`src/rtl/l2_next_line_prefetcher.sv`:
```
// Next-line prefetcher between L2 and the L2/pmem arbiter.
// Fetches line+1 after each completed demand read and serves hits from a 1-entry buffer.
module l2_next_line_prefetcher #(
  parameter int unsigned OFFSET_BITS = 5,
  parameter int unsigned ADDR_W = 32,
  parameter logic [ADDR_W-1:0] INVALID_ADDR = 32'hFFFF_FFFF,
  localparam int unsigned DATA_W = 8 << OFFSET_BITS,
  localparam int unsigned LINE_W = ADDR_W - OFFSET_BITS
) (
  input  logic              clk,
  input  logic              reset_n,
  input  logic              L2_read,
  input  logic              L2_write,
  input  logic [ADDR_W-1:0] L2_addr,
  input  logic              L2_arb_resp,
  output logic              pf_resp,
  output logic [DATA_W-1:0] pf_rdata,
  output logic              pre_read,
  output logic [ADDR_W-1:0] pre_addr,
  input  logic [DATA_W-1:0] arb_pre_rdata,
  input  logic              arb_pre_resp
);

  typedef enum logic [1:0] {
    IDLE,
    FETCH,
    HIT
  } state_e;

  state_e state_q, state_d;

  logic [DATA_W-1:0] buf_q, buf_d;
  logic [DATA_W-1:0] rdata_q, rdata_d;
  logic [ADDR_W-1:0] tgt_q, tgt_d;
  logic              valid_q, valid_d;
  logic              drop_q, drop_d;

  logic [LINE_W-1:0] dem_line;
  logic [LINE_W-1:0] srv_line;
  logic [ADDR_W-1:0] dem_next;
  logic [ADDR_W-1:0] srv_next;
  logic              dem_wrap;
  logic              srv_wrap;
  logic              dem_dup;
  logic              dem_trig;
  logic              wr_hit;
  logic              buf_hit;

  assign dem_line = L2_addr[ADDR_W-1:OFFSET_BITS];
  assign srv_line = tgt_q[ADDR_W-1:OFFSET_BITS];
  assign dem_next = {dem_line + LINE_W'(1), {OFFSET_BITS{1'b0}}};
  assign srv_next = {srv_line + LINE_W'(1), {OFFSET_BITS{1'b0}}};
  assign dem_wrap = &dem_line;
  assign srv_wrap = &srv_line;

  // A line already buffered or being fetched is never requested twice.
  assign dem_dup  = (dem_next == tgt_q)
                  && (valid_q || state_q == FETCH);
  assign dem_trig = L2_arb_resp && L2_read
                  && !dem_wrap && !dem_dup;
  assign wr_hit   = L2_write && (L2_addr == tgt_q);
  assign buf_hit  = L2_read && !L2_write && valid_q
                  && (L2_addr == tgt_q);

  always_comb begin
    state_d = state_q;
    buf_d   = buf_q;
    rdata_d = rdata_q;
    tgt_d   = tgt_q;
    valid_d = valid_q;
    drop_d  = drop_q;
    unique case (state_q)
      IDLE: begin
        if (wr_hit) begin
          valid_d = 1'b0;
          tgt_d   = INVALID_ADDR;
        end
        if (dem_trig) begin
          tgt_d   = dem_next;
          valid_d = 1'b0;
          state_d = FETCH;
        end else if (buf_hit) begin
          rdata_d = buf_q;
          state_d = HIT;
        end
      end
      FETCH: begin
        if (wr_hit) drop_d = 1'b1;
        if (arb_pre_resp) begin
          if (drop_q || wr_hit) begin
            tgt_d  = INVALID_ADDR;
            drop_d = 1'b0;
          end else begin
            buf_d   = arb_pre_rdata;
            valid_d = 1'b1;
          end
          state_d = IDLE;
        end
      end
      HIT: begin
        if (wr_hit) begin
          valid_d = 1'b0;
          tgt_d   = INVALID_ADDR;
        end
        // Stream continuation: prefetch the line after the one served.
        if (!srv_wrap) begin
          tgt_d   = srv_next;
          valid_d = 1'b0;
          state_d = FETCH;
        end else begin
          state_d = IDLE;
        end
      end
      default: state_d = IDLE;
    endcase
  end

  always_ff @(posedge clk or negedge reset_n) begin
    if (!reset_n) begin
      state_q <= IDLE;
      buf_q   <= '0;
      rdata_q <= '0;
      tgt_q   <= INVALID_ADDR;
      valid_q <= 1'b0;
      drop_q  <= 1'b0;
    end else begin
      state_q <= state_d;
      buf_q   <= buf_d;
      rdata_q <= rdata_d;
      tgt_q   <= tgt_d;
      valid_q <= valid_d;
      drop_q  <= drop_d;
    end
  end

  assign pre_read = (state_q == FETCH);
  assign pre_addr = tgt_q;
  assign pf_resp  = (state_q == HIT);
  assign pf_rdata = rdata_q;

endmodule
```
`config.mk`:
```
export PLATFORM = sky130hd
export DESIGN_NAME = l2_next_line_prefetcher
export DESIGN_NICKNAME = d
export VERILOG_FILES = /design/src/rtl/l2_next_line_prefetcher.sv
export SDC_FILE = /design/constraint.sdc
export NUM_CORES = 1
export LEC_CHECK = 0
export CORE_AREA = 4 4 224 226
export DETAILED_ROUTE_END_ITERATION = 10
export DIE_AREA = 0 0 228 230
export DONT_BUFFER_PORTS = 1
export SYNTH_ARGS = -nofsm -noshare
export SYNTH_HDL_FRONTEND = slang
export SYNTH_SLANG_ARGS = --single-unit
```
`constraint.sdc`:
```
create_clock -name clk -period 4.8 [get_ports clk]
set_input_delay 0.96 -clock clk [delete_from_list [all_inputs] [get_ports clk]]
set_output_delay 0.96 -clock clk [all_outputs]
set_load 0.02 [all_outputs]
```
==> results.json, run 1 <==
{
  "cts_resized": 0,
  "instances_no_fill": 2307,
  "worst_slew_pin_slew_ps": 1333,
  "design_area_um2": 25710,
  "synthXorXnorAreaFrac": 0.02972,
  "dp_cells": 2192,
  "status": "complete, no violations",
  "grtUsageMet1": 0.2718,
  "fill_cells": 4095,
  "crit_path_max_fanout": 23,
  "synth_enable_flop_cells": 0,
  "met3_usage": 0.09564,
  "clk_latency_ps": 600,
  "post-route-period-util": 0.7774,
  "crit_slowest_cell": "dfstp_2",
  "max_freq_ghz": 0.2680,
  "worstSetupStartpointType": "flop",
  "path_class": "flop to flop",
  "use_met2": 0.3722,
  "clockRootBuffer": "clkbuf_16",
  "die_x_um": 228,
  "clk_pin_slew_ps": 60,
  "grt_pass1_wl_um": 91330,
  "peakVddDrop_mv": 0.3242,
  "worstReg2RegStart": "pre_addr[6]",
  "hold_class": "primary input to async pin",
  "worstPathCellList": "ha_1, and3_1, nand4_1, nor4_1, nand4_1, nand2_1, o21ai_0, a22oi_1, a311oi_1",
  "synthesis.instances": 1654,
  "rsz0062_at_grt": "false",
  "finalHoldViolCount": 0,
  "start_util": 0.4834,
  "cts-buffers-inserted": 55,
  "cts_tree": "built",
  "syn_to_final_growth_pct": 10.01,
  "layout_min_cycle_time_ps": 3731,
  "synth_top_cell_by_area": "dfrtp_1",
  "finalClockSkew_ps": 21.96,
  "hpwlAfterDp_um": 43520,
  "cp.required_ps": 5280,
  "final.setup.tns_ps": 0,
  "antenna_found_initial": 22,
  "crit_path_max_incr_delay_ps": 730,
  "synth_top_family_by_area": "multiplexers",
  "grt_start_max_net_pins": 549,
  "cp_data_arrival_time_ps": 4210,
  "synth_area_um2": 23370,
  "rows": 81,
  "grt_pass1_vias": 13960,
  "routed_wl_um": 60150,
  "slew_violations": 0,
  "cp_common_cell": "nand4_1",
  "crit_path_end_kind": "flop",
  "async_flop_share": 1.000,
  "synth-seq-cells": 548,
  "cts.sinks": 548,
  "synthFlopType": "dfrtp_1",
  "die_area_um2": 52440,
  "wire_per_inst_um": 26.07,
  "die_h_um": 230,
  "synth-compound-area-share": 0.03962,
  "clock_path_buffers": 3,
  "hold_buffers": 0,
  "synth_area_leaders": "dfrtp_1, mux2_2, mux2_1",
  "io_buffers": 0,
  "yosys_warnings": 0,
  "synthSimpleGateAreaFrac": 0.06082,
  "critPathTopFamily": "simple AND/OR/NAND/NOR gates",
  "synth.area.mux_share": 0.2481,
  "ys_types": 72,
  "final_nets": 1927,
  "grt-busiest-layer": "met2",
  "drt-vias-per-instance": 5.824,
  "slew_headroom": 0.1114,
  "synth_area_per_cell_um2": 14.13,
  "setup_viol": 0,
  "cp_num_buf_inv": 0,
  "io_pins": 584,
  "cts-htree-levels": 2,
  "cp-startpoint": "pre_addr[6]",
  "overflow": 0,
  "synth_fp_nets": 1954,
  "cts_setup_buffers": 0,
  "synth_top_cell_area_share": 0.5526,
  "power.density_nw_per_um2": 557.1,
  "max_cap_viol_count": 0,
  "p_leak_nw": 11.72,
  "track_usage": 0.2249,
  "num_vias": 13440,
  "placed_area_um2": 23840,
  "drive_gt1_frac": 0.2591,
  "drtPass1Iterations": 5,
  "gp_congestion": 0.8783,
  "drc": 0,
  "seq_area_frac_synth": 0.5885,
  "synthAdderAreaFrac": 0.003213,
  "antenna_violating_nets_post_route": 0,
  "core_area_um2": 48340,
  "drt_iter0_drc": 869
}
## cells in the mapped netlist (all sizes together), types with 7 or more instances
| master | n |
|---|---|
| inv | 13 |
| o21ai | 45 |
| nand4 | 21 |
| clkbuf | 68 |
| nor2 | 35 |
| buf | 42 |
| nor4 | 21 |
| dfstp | 32 |
| xnor2 | 35 |
| a21oi | 33 |
| nand3 | 29 |
| a311oi | 12 |
| dfrtp | 516 |
| a22oi | 7 |
| mux2 | 514 |
| nand2 | 45 |
| xor2 | 34 |
| and3 | 20 |
| nor3 | 33 |
## area by class of cell
cell class,instances,area (um^2),share of cell area
multi-input cells,983,8924,0.3471
flip-flops and latches,548,13750,0.5350
clock inverters,15,192.7,0.007495
inverters,13,48.80,0.001898
repair buffers,26,332.8,0.01295
well taps,622,778.2,0.03027
clock buffers,86,1643,0.06391
diodes,14,35.03,0.001363
## worst paths after layout
kind,end,slack (ps),cells after the start
max,pre_addr[23],1070,9
min,buf_q[132],60,0
max reg2reg,pre_addr[23],1070,9
min reg2reg,pf_rdata[134],480,1
max in group asynchronous,valid_q,3650,0
min in group clk,drop_q,440,1
## registers in the layout, summed over array words and instances, names as in the netlist
signal    flops
state_q       2
pre_addr     32
drop_q        1
valid_q       1
buf_q       256
pf_rdata    256
## through the flow
stage | hold slack, ps | power [mW] | setup slack, ps | utilization
5_1_grt | 13.69 | 15.16 | 709.1 | 0.5315
3_3_place_gp | 464.3 | 9.969 | 508.6 | 0.4931
6_report | 61.75 | 14.32 | 1069 | 0.5318
4_1_cts | 27.12 | 14.46 | 1130 | 0.5310
3_5_place_dp | 470.6 | 10.13 | 483.7 | 0.4931
2_1_floorplan | 460.2 | 9.287 | 967.2 | -
## layer usage
layer / routed length (um) / vias to the layer above
li1: - / 5918
met1: 22930 / 6865
met2: 29560 / 539
met3: 6272 / 95
met4: 1224 / 20
met5: 161 / -
## cell families after synthesis
group           count (synthesis)
simple gates                  247
fa+ha+maj                       6
flops                         548
xor+xnor                       73
compound gates                142
mux                           515
buf+inv                       123
## cells in the final DEF, fill, tap and decap left out, types with 32 or more instances in the layout
cell / Yosys / routed
nand2_1: 45 / 45
mux2_2: 273 / 273
dfrtp_1: 516 / 516
dfstp_2: 32 / 32
xor2_1: 34 / 34
o21ai_0: 45 / 45
xnor2_1: 35 / 35
nor3_1: 33 / 33
nor2_1: 33 / 33
clkbuf_16: 0 / 55
a21oi_1: 33 / 32
mux2_1: 241 / 241
## where the power goes
group          total (mW)  internal, mW  switching [mW]  leakage, nW
logic                2.90          1.63            1.26         3.85
clock network        4.29          2.52            1.77        0.900
registers            7.14          6.00            1.13         6.97
No activity file was read; power rests on OpenSTA's default activity.
==> run 2, diff against run 1 <==
- clock period: 4.8 -> 3.49 ns (I/O delays scaled with it)
==> run 2 against run 1 <==
Worst setup slack got worse by 800 ps; critical path type unchanged; clock power increased by 37%; critical path depth increased by 3; global-route usage increased by 0.52 points; register-to-register slack got worse by 800 ps; design area increased by 2.4%; the run now ends with hold timing left; sequential power increased by 32%; combinational power increased by 64%; hold slack got worse by 250 ps.
==> results.json, run 2 (same netlist as run 1, synthesis figures left out) <==
{
  "status": "finished with violations",
  "violations": "hold timing",
  "design_area_um2": 26330,
  "max_cap_viol_count": 0,
  "die_area_um2": 52440,
  "comb_power_share": 0.238,
  "cp.required_ps": 3970,
  "drt_iter0_drc": 963,
  "grt_pass1_vias": 14380,
  "io_buffers": 0,
  "num_vias": 13800,
  "internal_power_mw": 14.17,
  "cts_setup_buffers": 0,
  "drt-vias-per-instance": 5.809,
  "dp_cells": 2267,
  "final.setup.tns_ps": 0,
  "seq_power_share": 0.469,
  "hpwlAfterDp_um": 45490,
  "p_switching_mw": 5.852,
  "final_common_cell": "dfrtp_1",
  "crit_path_max_fanout": 13,
  "post-route-period-util": 0.9220,
  "drive_gt1_frac": 0.2901,
  "slew_headroom": 0.2629,
  "instances_no_fill": 2375,
  "io_pins": 584,
  "clkPwrFrac": 0.293,
  "power.density_nw_per_um2": 760.5,
  "path_class": "flop to flop",
  "layout_common_cells": "dfrtp_1, mux2_2, mux2_1, buf_4, clkbuf_16",
  "antenna_violating_nets_post_route": 0,
  "cts-htree-levels": 2,
  "worstPathCellList": "ha_1, and3_1, nand4_1, nor4_2, buf_4, nand4_1, buf_4, nor2_1, nor2_1, o31ai_1, a22oi_1, a311oi_1",
  "syn_to_final_growth_pct": 12.66,
  "critPathTopFamily": "simple AND/OR/NAND/NOR gates",
  "drtPass1Iterations": 5,
  "worstSetupStartpointType": "flop",
  "rsz0062_at_grt": "false",
  "start_util": 0.4834,
  "slew_violations": 0,
  "r2r_cells": 12,
  "track_usage": 0.2302,
  "gp_congestion": 0.9283,
  "cts-buffers-inserted": 55,
  "hold_class": "primary input to async pin",
  "finalHoldViolCount": 356,
  "peakVddDrop_mv": 0.4533,
  "p_leak_nw": 12.09,
  "finalClockSkew_ps": 15.57,
  "routed_wl_um": 61650,
  "clockRootBuffer": "clkbuf_16",
  "setup_viol": 0,
  "core_area_um2": 48340,
  "grt_start_max_net_pins": 549,
  "crit_path_end_kind": "flop",
  "die_x_um": 228,
  "crit_path_max_incr_delay_ps": 730,
  "cp_num_buf_inv": 2,
  "clock_path_buffers": 3,
  "cts_tree": "built",
  "final_nets": 2002,
  "layout_min_cycle_time_ps": 3218,
  "cp.depth": 12,
  "switching_share": 0.2923,
  "clk_pin_slew_ps": 60,
  "grt_pass1_wl_um": 93850,
  "power_mw": 20.02,
  "crit_slowest_cell": "dfstp_2",
  "placed_area_um2": 24490,
  "rows": 81,
  "cp_data_arrival_time_ps": 3700,
  "antenna_found_initial": 17,
  "worst_hold_slack_ps": -186.3,
  "die_h_um": 230,
  "clk_latency_ps": 590,
  "worst_slew_pin_slew_ps": 1102,
  "drc": 0,
  "max_freq_ghz": 0.3108,
  "overflow": 0,
  "cts.sinks": 548,
  "wire_per_inst_um": 25.96
}
run 2: repair_timing:
item,in CTS,in global routing
resized for setup,0,1
hold endpoints to repair,516,516
setup endpoints to repair,0,14
run 2: worst register-to-register path, cell delays in order, from the launching register on:
cell and delay, ps:
dfstp_2 730, ha_1 270, and3_1 250, nand4_1 120, nor4_2 250, buf_4 190, nand4_1 160, buf_4 210
nor2_1 90, nor2_1 240, o31ai_1 170, a22oi_1 130, a311oi_1 300
run 2: routing by layer:
layer	vias up	GRT usage	share of wire
met4	12	0.06008	0.023
met5	-	0	0.0013
li1	6050	-	-
met3	101	0.09490	0.10
met2	556	0.3780	0.49
met1	7077	0.2842	0.39
run 2: path summary, 6_finish.rpt:
check / startpoint / endpoint / slack (ps)
worst min-delay path: reset_n / buf_q[176] / -190
worst max-delay path: pre_addr[6] / pre_addr[12] / 270
worst min register to register: buf_q[146] / pf_rdata[146] / 480
worst max register to register: pre_addr[6] / pre_addr[12] / 270
min in group clk: arb_pre_resp / drop_q / 200
max in group asynchronous: reset_n / buf_q[14] / 2870
run 2: power groups by stage:
stage | Clock, mW | Sequential, mW | Combinational [mW]
2_1_floorplan | 0 | 9.23 | 3.54
3_3_place_gp | 0 | 9.39 | 4.62
3_5_place_dp | 0 | 9.49 | 4.75
4_1_cts | 6.03 | 9.39 | 4.77
5_1_grt | 6.31 | 9.63 | 5.18
6_report | 5.88 | 9.39 | 4.76
run 2: cell type report:
type	instances	area, um^2
antenna	9	22.52
clock buffer	82	1589
clock inverter	17	221.5
fill	3993	22020
inverter	13	48.80
multi-input combinational	983	8930
sequential	548	13750
tap	622	778.2
timing repair buffer	101	983.4
run 2: per-stage QoR:
| step | setup slack (ps) | utilization | hold slack, ps |
|---|---|---|---|
| 2_1_floorplan | 6.619 | - | 402.4 |
| 3_3_place_gp | -95.76 | 0.5065 | 415.6 |
| 3_5_place_dp | -179.8 | 0.5065 | 415.0 |
| 4_1_cts | 192.3 | 0.5440 | -231.6 |
| 5_1_grt | 27.58 | 0.5445 | -241.3 |
| 6_report | 272.2 | 0.5446 | -186.3 |
==> run 3, diff against run 2 <==
- ABC_AREA: default -> 1
- CORE_AREA: 4 4 224 226 -> 4 4 225 227
- DIE_AREA: 0 0 228 230 -> 0 0 229 231
==> run 3 against run 2 <==
Register-to-register slack worse by 50 ps; critical endpoint is now pre_addr[14]; non-clock buffer count is 40 lower; die area is 0.88% higher; clock-buffer cell count is 6 lower; flip-flop and latch count stayed put; the run ends with hold timing, slew limit left; global-route usage is 2.1 points higher; utilization is 0.71 points lower; synthesized cell count is 63% higher; via count is 28% higher; critical path depth stayed put; hold slack worse by 12 ps; sequential share of layout area is 0.36 points higher.
==> results.json, run 3 <==
{
  "clk_latency_ps": 620,
  "comb_power_share": 0.264,
  "drtPass1Iterations": 7,
  "r2r_cells": 12,
  "synth.area.mux_share": 0,
  "synth-compound-area-share": 0.1250,
  "die_x_um": 229,
  "core_area_um2": 48650,
  "cts.sinks": 548,
  "hold_class": "primary input to async pin",
  "dp_cells": 3241,
  "async_flop_share": 1.000,
  "hpwlAfterDp_um": 49110,
  "syn_to_final_growth_pct": 11.27,
  "synth_area_um2": 23500,
  "synthXorXnorAreaFrac": 0.02780,
  "max_cap_viol_count": 0,
  "die_area_um2": 52900,
  "drive_gt1_frac": 0.08125,
  "setup_viol": 0,
  "die_h_um": 231,
  "cp.required_ps": 4000,
  "ys_types": 40,
  "cts_setup_buffers": 0,
  "layout_min_cycle_time_ps": 3265,
  "max_freq_ghz": 0.3063,
  "grt_pass1_wl_um": 104300,
  "synth_fp_nets": 3003,
  "antenna_found_initial": 14,
  "layout_common_cells": "nand2_1, dfrtp_1, inv_1, o21ai_0, o21ai_1",
  "synth_area_leaders": "dfrtp_1, nand2_1, o21ai_0",
  "path_class": "flop to flop",
  "drt_iter0_drc": 1564,
  "final_nets": 2978,
  "synthFlopType": "dfrtp_1",
  "antenna_violating_nets_post_route": 0,
  "cts_tree": "built",
  "seq_power_share": 0.436,
  "synth_top_cell_by_area": "dfrtp_1",
  "synth_common_cells": "nand2_1, dfrtp_1, inv_1, o21ai_0, o21ai_1",
  "design_area_um2": 26150,
  "track_usage": 0.2510,
  "peakVddDrop_mv": 0.4189,
  "cts-htree-levels": 2,
  "synth_top_family_by_area": "simple AND/OR/NAND/NOR gates",
  "final_common_cell": "nand2_1",
  "internal_power_mw": 13.42,
  "crit_path_max_incr_delay_ps": 680,
  "slew_violations": 138,
  "num_vias": 17650,
  "p_leak_nw": 12.31,
  "clock_path_buffers": 3,
  "routed_wl_um": 68480,
  "drt-vias-per-instance": 5.262,
  "synth_top_cell_area_share": 0.5496,
  "finalClockSkew_ps": 45.53,
  "worstSetupStartpointType": "flop",
  "synth_area_per_cell_um2": 8.693,
  "post-route-period-util": 0.9354,
  "grt_start_max_net_pins": 549,
  "synth-seq-cells": 548,
  "cp_common_cell": "nand2_1",
  "worst_hold_slack_ps": -198.5,
  "io_pins": 584,
  "instances_no_fill": 3354,
  "clkPwrFrac": 0.300,
  "crit_path_end_kind": "flop",
  "slew_headroom": -0.1187,
  "crit_path_max_fanout": 9,
  "wire_per_inst_um": 20.42,
  "synthSimpleGateAreaFrac": 0.1774,
  "finalHoldViolCount": 166,
  "power_mw": 20.16,
  "clk_pin_slew_ps": 60,
  "synthAdderAreaFrac": 0.003195,
  "drc": 0,
  "worst_slew_pin_slew_ps": 1678,
  "overflow": 0,
  "synth_enable_flop_cells": 0,
  "violations": "hold timing, slew limit",
  "crit_slowest_cell": "dfstp_2",
  "seq_area_frac_synth": 0.5853,
  "gp_congestion": 0.9440,
  "switching_share": 0.3343,
  "critPathTopFamily": "simple AND/OR/NAND/NOR gates",
  "cp.depth": 12,
  "io_buffers": 0,
  "worstPathCellList": "ha_1, nand3_1, nor2_1, nand2_1, nor2_1, nand4_1, nand2_1, buf_4, o21ai_0, or2_2, nand3_1, nand2_1",
  "p_switching_mw": 6.738,
  "rows": 81,
  "status": "finished with violations",
  "power.density_nw_per_um2": 771.0,
  "cp_data_arrival_time_ps": 3780,
  "placed_area_um2": 24240,
  "rsz0062_at_grt": "false",
  "yosys_warnings": 0,
  "start_util": 0.4830,
  "cp_num_buf_inv": 1,
  "cts-buffers-inserted": 55,
  "grt_pass1_vias": 17370,
  "synth.most_common_cell": "nand2_1",
  "synthesis.instances": 2703,
  "clockRootBuffer": "clkbuf_16"
}
## run 3: cell types whose count changed after synthesis, sizes merged, moves of 22 or more
cell,previous run,this run
nand2,45,784
inv,13,326
clkbuf,68,46
nand3,29,100
mux2,514,0
o21ai,45,547
buf,42,99
nor2,35,91
## run 3: through the flow
step	hold slack [ps]	setup slack, ps	setup TNS (ps)	util
after floorplan	402.4	831.3	0	-
after global placement	414.6	-40.49	-1262	0.4982
after detailed placement	415.0	-18.49	-341.7	0.4982
after CTS	-232.0	164.8	0	0.5365
after global routing	-243.0	25.46	0	0.5372
final	-198.5	225.5	0	0.5374
## run 3: logic make-up after synthesis
logic type | after synthesis
AO/OA/AOI/OAI | 577
XOR/XNOR | 73
adder cells (fa/ha/maj) | 6
buffers and inverters | 473
flip-flops | 548
AND/OR/NAND/NOR | 1026
## run 3: layout make-up
type                       instances  area [um^2]
inverter                         328         1232
sequential                       548        13750
antenna                           12        30.03
timing repair buffer              61        633.1
clock inverter                    23        300.3
fill                            4400        22500
multi-input combinational       1684         7853
clock buffer                      76         1565
tap                              622        778.2
## run 3: power by group through the flow
stage | clock, mW | combinational (mW) | sequential (mW)
6_report | 6.05 | 5.32 | 8.79
5_1_grt | 6.49 | 6.10 | 8.94
4_1_cts | 6.20 | 5.29 | 8.79
3_5_place_dp | 0 | 5.24 | 8.89
3_3_place_gp | 0 | 5.10 | 8.85
2_1_floorplan | 0 | 3.66 | 8.92
## run 3: worst reg2reg max path: cells and delay by family, from the launching register on
kind	cells	cell delay, ps
AOI/OAI and AO/OA	1	90
adders and majority gates	1	270
buffers and inverters	1	240
DFF	1	680
and+or+nand+nor	9	1920
## run 3: routing by layer
metal	vias to the layer above	global-route usage	share of wire
met2	638	0.3911	0.46
met1	8394	0.3103	0.39
met5	-	0	0.00041
li1	8481	-	-
met3	131	0.1140	0.12
met4	6	0.09072	0.033
## run 3: final timing paths
| kind | from | to | slack [ps] |
|---|---|---|---|
| max in group asynchronous | reset_n | pf_rdata[53] | 2360 |
| min in group clk | arb_pre_rdata[35] | buf_q[35] | 200 |
| worst max register to register | pre_addr[6] | pre_addr[14] | 230 |
| worst min register to register | buf_q[65] | pf_rdata[65] | 490 |
| worst min-delay path | reset_n | buf_q[233] | -200 |
| worst max-delay path | pre_addr[6] | pre_addr[14] | 230 |
## run 3: what timing repair did
item,in CTS,in global routing
setup endpoints to repair,0,115
gates resized for setup,0,1
hold endpoints to repair,522,516
